## config.mk

```make
export PLATFORM = sky130hd
export DESIGN_NAME = stochastic_search_controller
export DESIGN_NICKNAME = d
export VERILOG_FILES = /design/src/rtl/stochastic_search_controller.sv
export SDC_FILE = /design/constraint.sdc
export NUM_CORES = 1
export LEC_CHECK = 0
export ABC_AREA = 1
export CAP_MARGIN = 40
export CORE_MARGIN = 2
export CORE_UTILIZATION = 48
export DETAILED_ROUTE_END_ITERATION = 10
export HOLD_SLACK_MARGIN = 0.02
export PLACE_DENSITY = 0.81
export SLEW_MARGIN = 10
export SYNTH_ARGS = -nofsm -noshare
export SYNTH_HDL_FRONTEND = slang
export SYNTH_SLANG_ARGS = --single-unit
```

## constraint.sdc

```tcl
create_clock -name in_clk -period 2.45 [get_ports in_clk]
set_input_delay 0.49 -clock in_clk [delete_from_list [all_inputs] [get_ports in_clk]]
set_output_delay 0.49 -clock in_clk [all_outputs]
set_load 0.05 [all_outputs]
```

## src/rtl/stochastic_search_controller.sv

```systemverilog
// Sequencer for one StochasticSearch instance: streams clauses in, then runs
// search rounds, feeding each round's best assignment back until solved, out of budget or aborted.
module stochastic_search_controller #(
  parameter int MAXIMUM_BIT_WIDTH_OF_INTEGER_COEFFICIENT    = 4,
  parameter int MAXIMUM_BIT_WIDTH_OF_BOOLEAN_COEFFICIENT    = 2,
  parameter int MAXIMUM_BIT_WIDTH_OF_INTEGER_VARIABLE_INDEX = 1,
  parameter int MAXIMUM_BIT_WIDTH_OF_BOOLEAN_VARIABLE_INDEX = 1,
  parameter int MAXIMUM_BIT_WIDTH_OF_INTEGER_VARIABLE       = 4,
  parameter int MAXIMUM_BIT_WIDTH_OF_CLAUSES_INDEX          = 2,
  parameter int ITERATION_WIDTH                             = 8,
  parameter int LOAD_HOLD_CYCLES                            = 1
) (
  input  logic                                     in_clk,
  input  logic                                     in_reset,
  input  logic                                     in_start,
  input  logic                                     in_abort,
  input  logic [2**MAXIMUM_BIT_WIDTH_OF_CLAUSES_INDEX-1:0] in_existing_clauses,
  input  logic [ITERATION_WIDTH-1:0]               in_max_iterations,
  input  logic [(2**MAXIMUM_BIT_WIDTH_OF_INTEGER_VARIABLE_INDEX)*MAXIMUM_BIT_WIDTH_OF_INTEGER_VARIABLE-1:0] in_initial_integer,
  input  logic [2**MAXIMUM_BIT_WIDTH_OF_BOOLEAN_VARIABLE_INDEX-1:0] in_initial_boolean,
  input  logic                                     in_clause_valid,
  input  logic [(2**MAXIMUM_BIT_WIDTH_OF_INTEGER_VARIABLE_INDEX+1)*MAXIMUM_BIT_WIDTH_OF_INTEGER_COEFFICIENT-1:0] in_clause_coefficients_integer,
  input  logic [(2**MAXIMUM_BIT_WIDTH_OF_BOOLEAN_VARIABLE_INDEX)*MAXIMUM_BIT_WIDTH_OF_BOOLEAN_COEFFICIENT-1:0] in_clause_coefficients_boolean,
  output logic                                     out_clause_ready,
  output logic                                     out_search_current_state,
  output logic [MAXIMUM_BIT_WIDTH_OF_CLAUSES_INDEX-1:0] out_search_clause_index,
  output logic [(2**MAXIMUM_BIT_WIDTH_OF_INTEGER_VARIABLE_INDEX+1)*MAXIMUM_BIT_WIDTH_OF_INTEGER_COEFFICIENT-1:0] out_search_clause_coefficients_integer,
  output logic [(2**MAXIMUM_BIT_WIDTH_OF_BOOLEAN_VARIABLE_INDEX)*MAXIMUM_BIT_WIDTH_OF_BOOLEAN_COEFFICIENT-1:0] out_search_clause_coefficients_boolean,
  output logic [2**MAXIMUM_BIT_WIDTH_OF_CLAUSES_INDEX-1:0] out_search_existing_clauses,
  output logic [(2**MAXIMUM_BIT_WIDTH_OF_INTEGER_VARIABLE_INDEX)*MAXIMUM_BIT_WIDTH_OF_INTEGER_VARIABLE-1:0] out_search_integer_assignments,
  output logic [2**MAXIMUM_BIT_WIDTH_OF_BOOLEAN_VARIABLE_INDEX-1:0] out_search_boolean_assignments,
  input  logic                                     in_search_ready,
  input  logic [MAXIMUM_BIT_WIDTH_OF_CLAUSES_INDEX:0] in_search_bestgain,
  input  logic [(2**MAXIMUM_BIT_WIDTH_OF_INTEGER_VARIABLE_INDEX)*MAXIMUM_BIT_WIDTH_OF_INTEGER_VARIABLE-1:0] in_search_best_assignment_integer,
  input  logic [2**MAXIMUM_BIT_WIDTH_OF_BOOLEAN_VARIABLE_INDEX-1:0] in_search_best_assignment_boolean,
  output logic                                     out_busy,
  output logic                                     out_done,
  output logic                                     out_solved,
  output logic [ITERATION_WIDTH-1:0]               out_iterations,
  output logic [MAXIMUM_BIT_WIDTH_OF_CLAUSES_INDEX:0] out_best_gain,
  output logic [(2**MAXIMUM_BIT_WIDTH_OF_INTEGER_VARIABLE_INDEX)*MAXIMUM_BIT_WIDTH_OF_INTEGER_VARIABLE-1:0] out_integer_result,
  output logic [2**MAXIMUM_BIT_WIDTH_OF_BOOLEAN_VARIABLE_INDEX-1:0] out_boolean_result
);
  localparam int CI = MAXIMUM_BIT_WIDTH_OF_CLAUSES_INDEX;
  localparam int C  = 2**CI;
  localparam int G  = CI + 1;
  localparam int IA = (2**MAXIMUM_BIT_WIDTH_OF_INTEGER_VARIABLE_INDEX)*MAXIMUM_BIT_WIDTH_OF_INTEGER_VARIABLE;
  localparam int BA = 2**MAXIMUM_BIT_WIDTH_OF_BOOLEAN_VARIABLE_INDEX;
  localparam int HW = $clog2(LOAD_HOLD_CYCLES + 1);
  localparam logic [HW-1:0] HOLD_INIT = HW'(LOAD_HOLD_CYCLES);
  localparam logic [CI:0]   LOAD_END  = (CI+1)'(C);

  typedef enum logic [2:0] {S_IDLE, S_LOAD, S_RUN, S_UPDATE, S_DONE} state_t;

  state_t                     state_q, state_d;
  logic [CI:0]                load_cnt, load_cnt_d;
  logic [HW-1:0]              hold_cnt, hold_cnt_d;
  logic                       run_first;
  logic [ITERATION_WIDTH-1:0] budget_q;
  logic [IA-1:0]              cap_int;
  logic [BA-1:0]              cap_bool;
  logic                       start_acc, accept, round, solved_d;
  logic [ITERATION_WIDTH-1:0] iter_inc;
  logic [G-1:0]               target;

  function automatic logic [G-1:0] popcount(input logic [C-1:0] m);
    logic [G-1:0] n;
    n = '0;
    for (int k = 0; k < C; k++) n = n + G'(m[k]);
    return n;
  endfunction

  assign target = popcount(out_search_existing_clauses);

  always_ff @(posedge in_clk or negedge in_reset) begin
    if (!in_reset) state_q <= S_IDLE;
    else           state_q <= state_d;
  end

  always_comb begin
    state_d    = state_q;
    start_acc  = 1'b0;
    accept     = 1'b0;
    round      = 1'b0;
    solved_d   = 1'b0;
    iter_inc   = (out_iterations == '1) ? out_iterations : out_iterations + 1'b1;
    hold_cnt_d = (hold_cnt != '0) ? hold_cnt - 1'b1 : hold_cnt;
    load_cnt_d = load_cnt;
    case (state_q)
      S_IDLE, S_DONE: begin
        if (in_start) begin
          start_acc = 1'b1;
          state_d   = S_LOAD;
        end
      end
      S_LOAD: begin
        if (in_abort) begin
          state_d = S_DONE;
        end else begin
          accept = in_clause_valid && out_clause_ready;
          if (load_cnt == LOAD_END && hold_cnt == '0) state_d = S_RUN;
        end
      end
      S_RUN: begin
        if (in_abort) begin
          state_d = S_DONE;
        end else if (!run_first && in_search_ready) begin
          round = 1'b1;
          if (in_search_bestgain == target) begin
            solved_d = 1'b1;
            state_d  = S_DONE;
          end else if (budget_q != '0 && iter_inc == budget_q) begin
            state_d = S_DONE;
          end else begin
            state_d = S_UPDATE;
          end
        end
      end
      S_UPDATE: state_d = in_abort ? S_DONE : S_RUN;
      default:  state_d = S_IDLE;
    endcase
    if (accept) begin
      hold_cnt_d = HOLD_INIT;
      load_cnt_d = load_cnt + 1'b1;
    end
    if (start_acc) begin
      hold_cnt_d = '0;
      load_cnt_d = '0;
    end
  end

  always_ff @(posedge in_clk or negedge in_reset) begin
    if (!in_reset) begin
      load_cnt                               <= '0;
      hold_cnt                               <= '0;
      run_first                              <= 1'b0;
      budget_q                               <= '0;
      cap_int                                <= '0;
      cap_bool                               <= '0;
      out_clause_ready                       <= 1'b0;
      out_search_current_state               <= 1'b0;
      out_search_clause_index                <= '0;
      out_search_clause_coefficients_integer <= '0;
      out_search_clause_coefficients_boolean <= '0;
      out_search_existing_clauses            <= '0;
      out_search_integer_assignments         <= '0;
      out_search_boolean_assignments         <= '0;
      out_busy                               <= 1'b0;
      out_done                               <= 1'b0;
      out_solved                             <= 1'b0;
      out_iterations                         <= '0;
      out_best_gain                          <= '0;
      out_integer_result                     <= '0;
      out_boolean_result                     <= '0;
    end else begin
      load_cnt                 <= load_cnt_d;
      hold_cnt                 <= hold_cnt_d;
      out_clause_ready         <= (state_d == S_LOAD) && (hold_cnt_d == '0) && (load_cnt_d < LOAD_END);
      out_search_current_state <= (state_d == S_RUN);
      out_busy                 <= (state_d == S_LOAD) || (state_d == S_RUN) || (state_d == S_UPDATE);
      out_done                 <= (state_d == S_DONE);
      // The first RUN cycle after any entry ignores ready, which may be stale.
      run_first                <= (state_d == S_RUN) && (state_q != S_RUN);
      if (start_acc) begin
        out_search_existing_clauses    <= in_existing_clauses;
        budget_q                       <= in_max_iterations;
        out_search_integer_assignments <= in_initial_integer;
        out_search_boolean_assignments <= in_initial_boolean;
        out_iterations                 <= '0;
        out_best_gain                  <= '0;
        out_integer_result             <= '0;
        out_boolean_result             <= '0;
        out_solved                     <= 1'b0;
      end
      if (accept) begin
        out_search_clause_index                <= load_cnt[CI-1:0];
        out_search_clause_coefficients_integer <= in_clause_coefficients_integer;
        out_search_clause_coefficients_boolean <= in_clause_coefficients_boolean;
      end
      if (round) begin
        out_iterations <= iter_inc;
        cap_int        <= in_search_best_assignment_integer;
        cap_bool       <= in_search_best_assignment_boolean;
        if (in_search_bestgain > out_best_gain) begin
          out_best_gain      <= in_search_bestgain;
          out_integer_result <= in_search_best_assignment_integer;
          out_boolean_result <= in_search_best_assignment_boolean;
        end
      end
      if (state_q == S_UPDATE && state_d == S_RUN) begin
        out_search_integer_assignments <= cap_int;
        out_search_boolean_assignments <= cap_bool;
      end
      if (state_d == S_DONE && state_q != S_DONE) out_solved <= solved_d;
    end
  end
endmodule

```

==> results of run 1 <==
==> layer usage <==
metal | global-route usage [%] | vias to the layer above
met5 | 0 | -
met4 | 7.61 | 0
met3 | 3.19 | 17
met2 | 36.2 | 83
met1 | 31.8 | 1638
li1 | - | 1747
==> metrics by stage <==
step                      util, %  hold WS [ns]  instance area, µm²   TNS, ns
after floorplan                 -         0.194                3940         0
after global routing         67.4         0.147                5450  -0.00316
after global placement       64.7         0.462                5240         0
final                        67.4         0.115                5450         0
after CTS                    66.7         0.132                5400         0
after detailed placement     64.7         0.464                5240         0
==> report_power, final <==
part / total, mW / internal (mW) / switching (mW)
registers: 1.88 / 1.69 / 0.195
logic: 2.21 / 0.783 / 1.43
clock network: 0.842 / 0.368 / 0.474
total: 4.94 / 2.84 / 2.10
==> worst register-to-register path, cell delays in order (launching register included) <==
cell	delay, ns
dfrtp_2	0.36
inv_1	0.06
fa_1	0.53
inv_1	0.06
ha_4	0.16
ha_4	0.23
xor2_1	0.15
nor2_2	0.14
inv_1	0.07
nand2_2	0.11
nand4_4	0.09
nand2_2	0.09
nand2_1	0.05
nand2_1	0.06
nand2_1	0.04
==> cell usage in the layout (no fill, tap or decap), types with 2 or more instances in the layout <==
master and count:
nand2_1 156, clkdlybuf4s50_1 113, dfrtp_1 80, inv_1 62, o21ai_0 43, nand3_1 39, nor2_1 21, buf_4 12
o211ai_1 10, clkbuf_8 9, ha_1 6, nand2_2 4, nor3_1 4, dfrtp_2 4, a21oi_1 3, clkbuf_1 3
nand2_4 2, nand3b_1 2, xnor2_1 2, nor4_1 2, xor2_1 2, o21ai_2 2, inv_2 2, ha_4 2
clkinv_2 2
==> layout make-up <==
cell class | instances | area, µm²
inverter | 65 | 244
clock buffer | 12 | 135
tap | 105 | 131
timing repair buffer | 126 | 1240
sequential | 84 | 2110
multi-input combinational | 312 | 1570
clock inverter | 4 | 26.3
fill | 660 | 2640
==> what timing repair did <==
item,in CTS,in global routing
gates resized for setup,0,8
setup buffers,0,1
hold endpoints to repair,0,0
setup endpoints to repair,0,5
==> state kept, by name, indices dropped and copies added (netlist names), 4 cells and up <==
| signal | count |
|---|---|
| budget_q | 8 |
| cap_int | 8 |
| out_integer_result | 8 |
| out_iterations | 8 |
| out_search_clause_coefficients_boolean | 4 |
| out_search_clause_coefficients_integer | 12 |
| out_search_existing_clauses | 4 |
| out_search_integer_assignments | 8 |
==> worst min-delay path by stage <==
stage / endpoint / cells past startpoint / startpoint
after CTS: out_search_existing_clauses[2] / 1 / in_reset
after floorplan: budget_q[0] / 0 / in_reset
final: out_search_existing_clauses[2] / 1 / in_reset
after global placement: out_search_clause_coefficients_integer[11] / 2 / out_search_clause_coefficients_integer[11]
after detailed placement: out_search_clause_coefficients_integer[4] / 2 / out_search_clause_coefficients_integer[4]
after global routing: out_search_existing_clauses[2] / 1 / in_reset
==> cells by family after synthesis <==
kind of cell	count (synthesis)
adders and majority gates	9
DFF	84
buffers and inverters	81
and+or+nand+nor	238
AOI/OAI and AO/OA	60
xor gates and xnor gates	5
==> results.yml, run 1 <==
synth:
  ys_warn_count: 0
  yosys.area_share.xor_xnor_pct: 1.11
  postSynthAreaPerCell_um2: 8.25
  synth_top_family_by_area: "simple AND/OR/NAND/NOR gates"
  syn_inst: 477
  synth_compound_area_share_pct: 8.71
  synth_fa_ha_area_share_pct: 3.05
  yosys-top-cells-count: "nand2_1, dfrtp_1, inv_1"
  synth.most_common_cell: "nand2_1"
  synth.cell_area_um2: 3940
  async_flop_share_pct: 100
  yosysUniqueCellTypes: 32
  ys_seq_area_share_pct: 53.4
  syn-num-nets: 543
  synth.largest_area_cell: "dfrtp_1"
  synthFlopType: "dfrtp_1"
  synthSimpleGateAreaFrac_pct: 25.7
  yosys-top-cells-area: "dfrtp_1, nand2_1, inv_1"
  synth_top_area_share_pct: 53.4
  ys_ff_latch: 84
  synth_enable_flop_cells: 0
  synthMuxAreaShare_pct: 0
pwr:
  vdd_drop_max_mv: 0.562
  leakagePower_nw: 2.60
  pwr_density_cell_nw_per_um2: 905
  power_mw: 4.94
finish:
  finalNetCount: 664
  antenna_cells: 0
  synthToLayoutAreaGrowth_pct: 38.5
  drive_above_1_share_pct: 8.13
  fin_cells: 708
route:
  vias_per_cell: 4.92
  ant_nets: 0
  wl_met1_mm: 4.22
  first_pass_iters: 4
  finalWirelength_mm: 9.37
  wl_met3_um: 381
  num_vias: 3485
  drc: 0
  routedWlPerCell_um: 13.2
  drt_iter0_markers: 160
  met2WireLength_mm: 4.57
  top_layer_used: "met4"
sta:
  clock_skew_ns: 0.0140
  finalHoldViolations: 0
  relSlewSlack_pct: 63.1
  final.setup.worst_slack_ns: 0.138
  final_max_slew_viol_count: 0
  fin_crit_ns: 2.31
  fin_crit_sh_pct: 94.4
  worstMarginPinSlew_ns: 0.552
  setup_violations: 0
  max_freq_ghz: 0.432
floorplanning:
  core_area_um2: 8090
  die_area_um2: 8940
  ioPinCount: 115
  fp.dieH_um: 94.6
  die_w_um: 94.6
  initial_core_util_pct: 48.7
  rows: 33
global_routing:
  grtUsageTotal_pct: 22.6
  antenna_found_initial: 0
  grt_pass1_vias: 3366
  overflow: 0
  grt_pass1_wl_mm: 15.9
  grt_max_degree: 44
setup_path:
  worstSetupStartpointType: "register"
  path_buf_inv: 3
  r2r_slack_ns: 0.14
  critPathSlowestCell: "fa_1"
  cpLargestDelayFamily: "adder cells"
  crit_cells: 14
  crit_arrival_ns: 2.54
  crit_chain: "inv_1 -> fa_1 -> inv_1 -> ha_4 -> ha_4 -> xor2_1 -> nor2_2 -> inv_1 -> nand2_2 -> nand4_4 -> nand2_2 -> nand2_1 -> nand2_1 -> nand2_1"
  worstSetupEndpoint: "out_solved"
  slowest_delay_ns: 0.53
  worstSetupStartpoint: "out_search_existing_clauses[0]"
  worstPathRequired_ns: 2.68
  r2r-start: "out_search_existing_clauses[0]"
  endpoint_kind: "register"
  path_class: "reg2reg"
  timing.critical_path.fanout_max: 3
  r2r-end: "out_solved"
  r2r_cells: 14
placed_design:
  port_buffers: 114
  dp_slack_ns: 0.0509
  place_congestion: 0.844
  dp_cells: 691
  dp_hpwl_mm: 7.10
clock_tree:
  cts_made_buffers: 9
  cts_tree: "done"
  root_buffer: "clkbuf_8"
  holdBufCountCts: 0
  clock_sinks: 84
  clk_latency_ns: 0.35
  cts_buffer_depth: 2
  h-tree-depth: 3
  clk_pin_slew_ns: 0.08
hold_path:
  min_path_type: "in2async"
run_status:
  status: "complete, no violations"
run:
  cap_violations: 0
Power figures use the tool's default switching activity.
==> run 2, diff against run 1 <==
GPL_ROUTABILITY_DRIVEN = 0   (was unset)
==> results of run 2 <==
Final layout, timing and power as in run 1 (identical DEF).
==> run 3, diff against run 2 <==
CELL_PAD_IN_SITES_DETAIL_PLACEMENT = 2   (was unset)
CELL_PAD_IN_SITES_GLOBAL_PLACEMENT = 2   (was unset)
CORE_UTILIZATION = 27   (was 48)
PLACE_DENSITY = unset   (was 0.81)
PLACE_DENSITY_LB_ADDON = 0.1   (was unset)
clock period = 2.2 ns   (was 2.45 ns; I/O delays follow)
==> results.yml, run 3 (synthesis results as in run 1) <==
floorplanning:
  core_area_um2: 14400
  die_area_um2: 15600
  ioPinCount: 115
  fp.dieH_um: 125
  initial_core_util_pct: 27.4
  die_w_um: 125
  rows: 44
route:
  vias_per_cell: 4.62
  num_vias: 3710
  drt_iter0_markers: 86
  first_pass_iters: 4
  ant_nets: 0
  drc: 0
  routedWlPerCell_um: 16.1
  finalWirelength_mm: 12.9
finish:
  synthToLayoutAreaGrowth_pct: 48.9
  final_common_cell: "nand2_1"
  largest_reg_flops: 12
  antenna_cells: 0
  regMostFlops: "out_search_clause_coefficients_integer"
  nFillCells: 1586
  drive_above_1_share_pct: 12.1
  finalNetCount: 680
  final_cell_mix: "nand2_1, clkdlybuf4s50_1, dfrtp_1"
  fin_util_pct: 40.8
pwr:
  p_comb_share_pct: 42.3
  clkPwrFrac_pct: 24.7
  switching_share_pct: 40.6
  leakagePower_nw: 2.77
  vdd_drop_max_mv: 0.706
  p_switching_mw: 2.60
  pwr_density_cell_nw_per_um2: 1090
  p_int_mw: 3.79
  p_seq_share_pct: 33.1
clock_tree:
  h-tree-depth: 3
  clk_latency_ns: 0.35
  clk_pin_slew_ns: 0.06
  cts_made_buffers: 9
  clock_sinks: 84
  cts_buffer_depth: 2
  holdBufCountCts: 0
  root_buffer: "clkbuf_16"
  cts_tree: "done"
hold_path:
  min_path_type: "in2async"
setup_path:
  crit_chain: "inv_2 -> fa_1 -> inv_1 -> ha_2 -> ha_4 -> xor2_4 -> nor2_4 -> inv_2 -> nand2_4 -> nand4_4 -> nand2_2 -> buf_4 -> buf_4"
  endpoint_kind: "register"
  slowest_delay_ns: 0.53
  critPathSlowestCell: "fa_1"
  worstSetupStartpointType: "register"
  timing.critical_path.fanout_max: 3
  worstPathRequired_ns: 2.44
  crit_arrival_ns: 2.54
  r2r_slack_ns: -0.1
  path_class: "reg2reg"
sta:
  final_max_slew_viol_count: 0
  fin_crit_sh_pct: 105
  clock_skew_ns: 0.0101
  max_freq_ghz: 0.435
  relSlewSlack_pct: 62.6
  setup_violations: 7
  worstMarginPinSlew_ns: 0.559
  finalHoldViolations: 0
  rsz0062_at_grt: "yes"
  final.setup.worst_slack_ns: -0.0999
  fin_crit_ns: 2.30
global_routing:
  grt_pass1_vias: 4035
  overflow: 0
  antenna_found_initial: 0
  grtUsageTotal_pct: 17.4
  grt_max_degree: 43
  grt_pass1_wl_mm: 21.6
placed_design:
  dp_hpwl_mm: 9.74
  dp_slack_ns: -0.145
  port_buffers: 114
run_status:
  status: "complete, but fails checks"
  violations: "setup timing"
run:
  cap_violations: 0
## run 3: cell count changes in the layout (fill, tap and decap cells not counted), moves of 3 or more
cell and change:
inv_2 +3, clkbuf_16 +9, inv_1 -3, clkbuf_8 -8
buf_4 +16
## run 3: final cells by class
| class | count | area [µm²] | share of cell area [%] |
|---|---|---|---|
| tap | 184 | 230 | 3.93 |
| sequential | 84 | 2110 | 35.9 |
| multi-input combinational | 312 | 1610 | 27.4 |
| timing repair buffer | 142 | 1370 | 23.4 |
| inverter | 65 | 244 | 4.16 |
| clock buffer | 11 | 243 | 4.14 |
| clock inverter | 5 | 61.3 | 1.05 |
## run 3: layer usage
metal  wire length (µm)  track usage [%]  vias up
li1                   -                -     1776
met1               6050             23.1     1833
met2               5900             27.4       89
met3                784             4.77       12
met4                205             6.35        0
met5                  0                0        -
## run 3: power groups by stage
stage / combinational, mW / sequential [mW] / clock, mW
after floorplan: 0.646 / 3.02 / 0
after CTS: 2.62 / 2.12 / 1.63
after global routing: 2.91 / 2.17 / 1.68
after global placement: 2.48 / 2.12 / 0
after detailed placement: 2.52 / 2.14 / 0
final: 2.70 / 2.11 / 1.58
## run 3: stage by stage
stage                     power [mW]  setup TNS, ns  hold slack (ns)  instance area (µm²)  std cells
final                           6.39         -0.313           0.0422                 5860        803
after CTS                       6.37         -0.204           0.0412                 5800        800
after detailed placement        4.66         -0.579            0.422                 5430        780
after floorplan                 3.67         -0.581            0.144                 3960        477
after global routing            6.75          -1.40           0.0597                 5860        803
after global placement          4.60         -0.371            0.427                 5430        780
## run 3: worst paths after layout
check,from,to,depth (start not counted)
setup / recovery,out_search_existing_clauses[0],state_q[2],13
hold / removal,in_reset,out_iterations[7],1
setup reg to reg,out_search_existing_clauses[0],state_q[2],13
hold reg to reg,out_search_clause_coefficients_integer[5],out_search_clause_coefficients_integer[5],2
max in group asynchronous,in_reset,out_search_existing_clauses[0],2
min in group in_clk,out_search_clause_coefficients_integer[5],out_search_clause_coefficients_integer[5],2
## run 3: timing repair
action                     in CTS  in global routing
resized for setup               8                  6
pin swaps                       6                  4
hold endpoints to repair        0                  0
buffers inserted                4                  3
setup endpoints to repair       5                  8
## run 3: worst max-delay path, delay by kind of cell (launching register included)
kind	cells	cell delay, ns
flops	1	0.37
xor+xnor	1	0.17
simple gates	4	0.26
fa+ha+maj	3	1.00
buf+inv	5	0.40
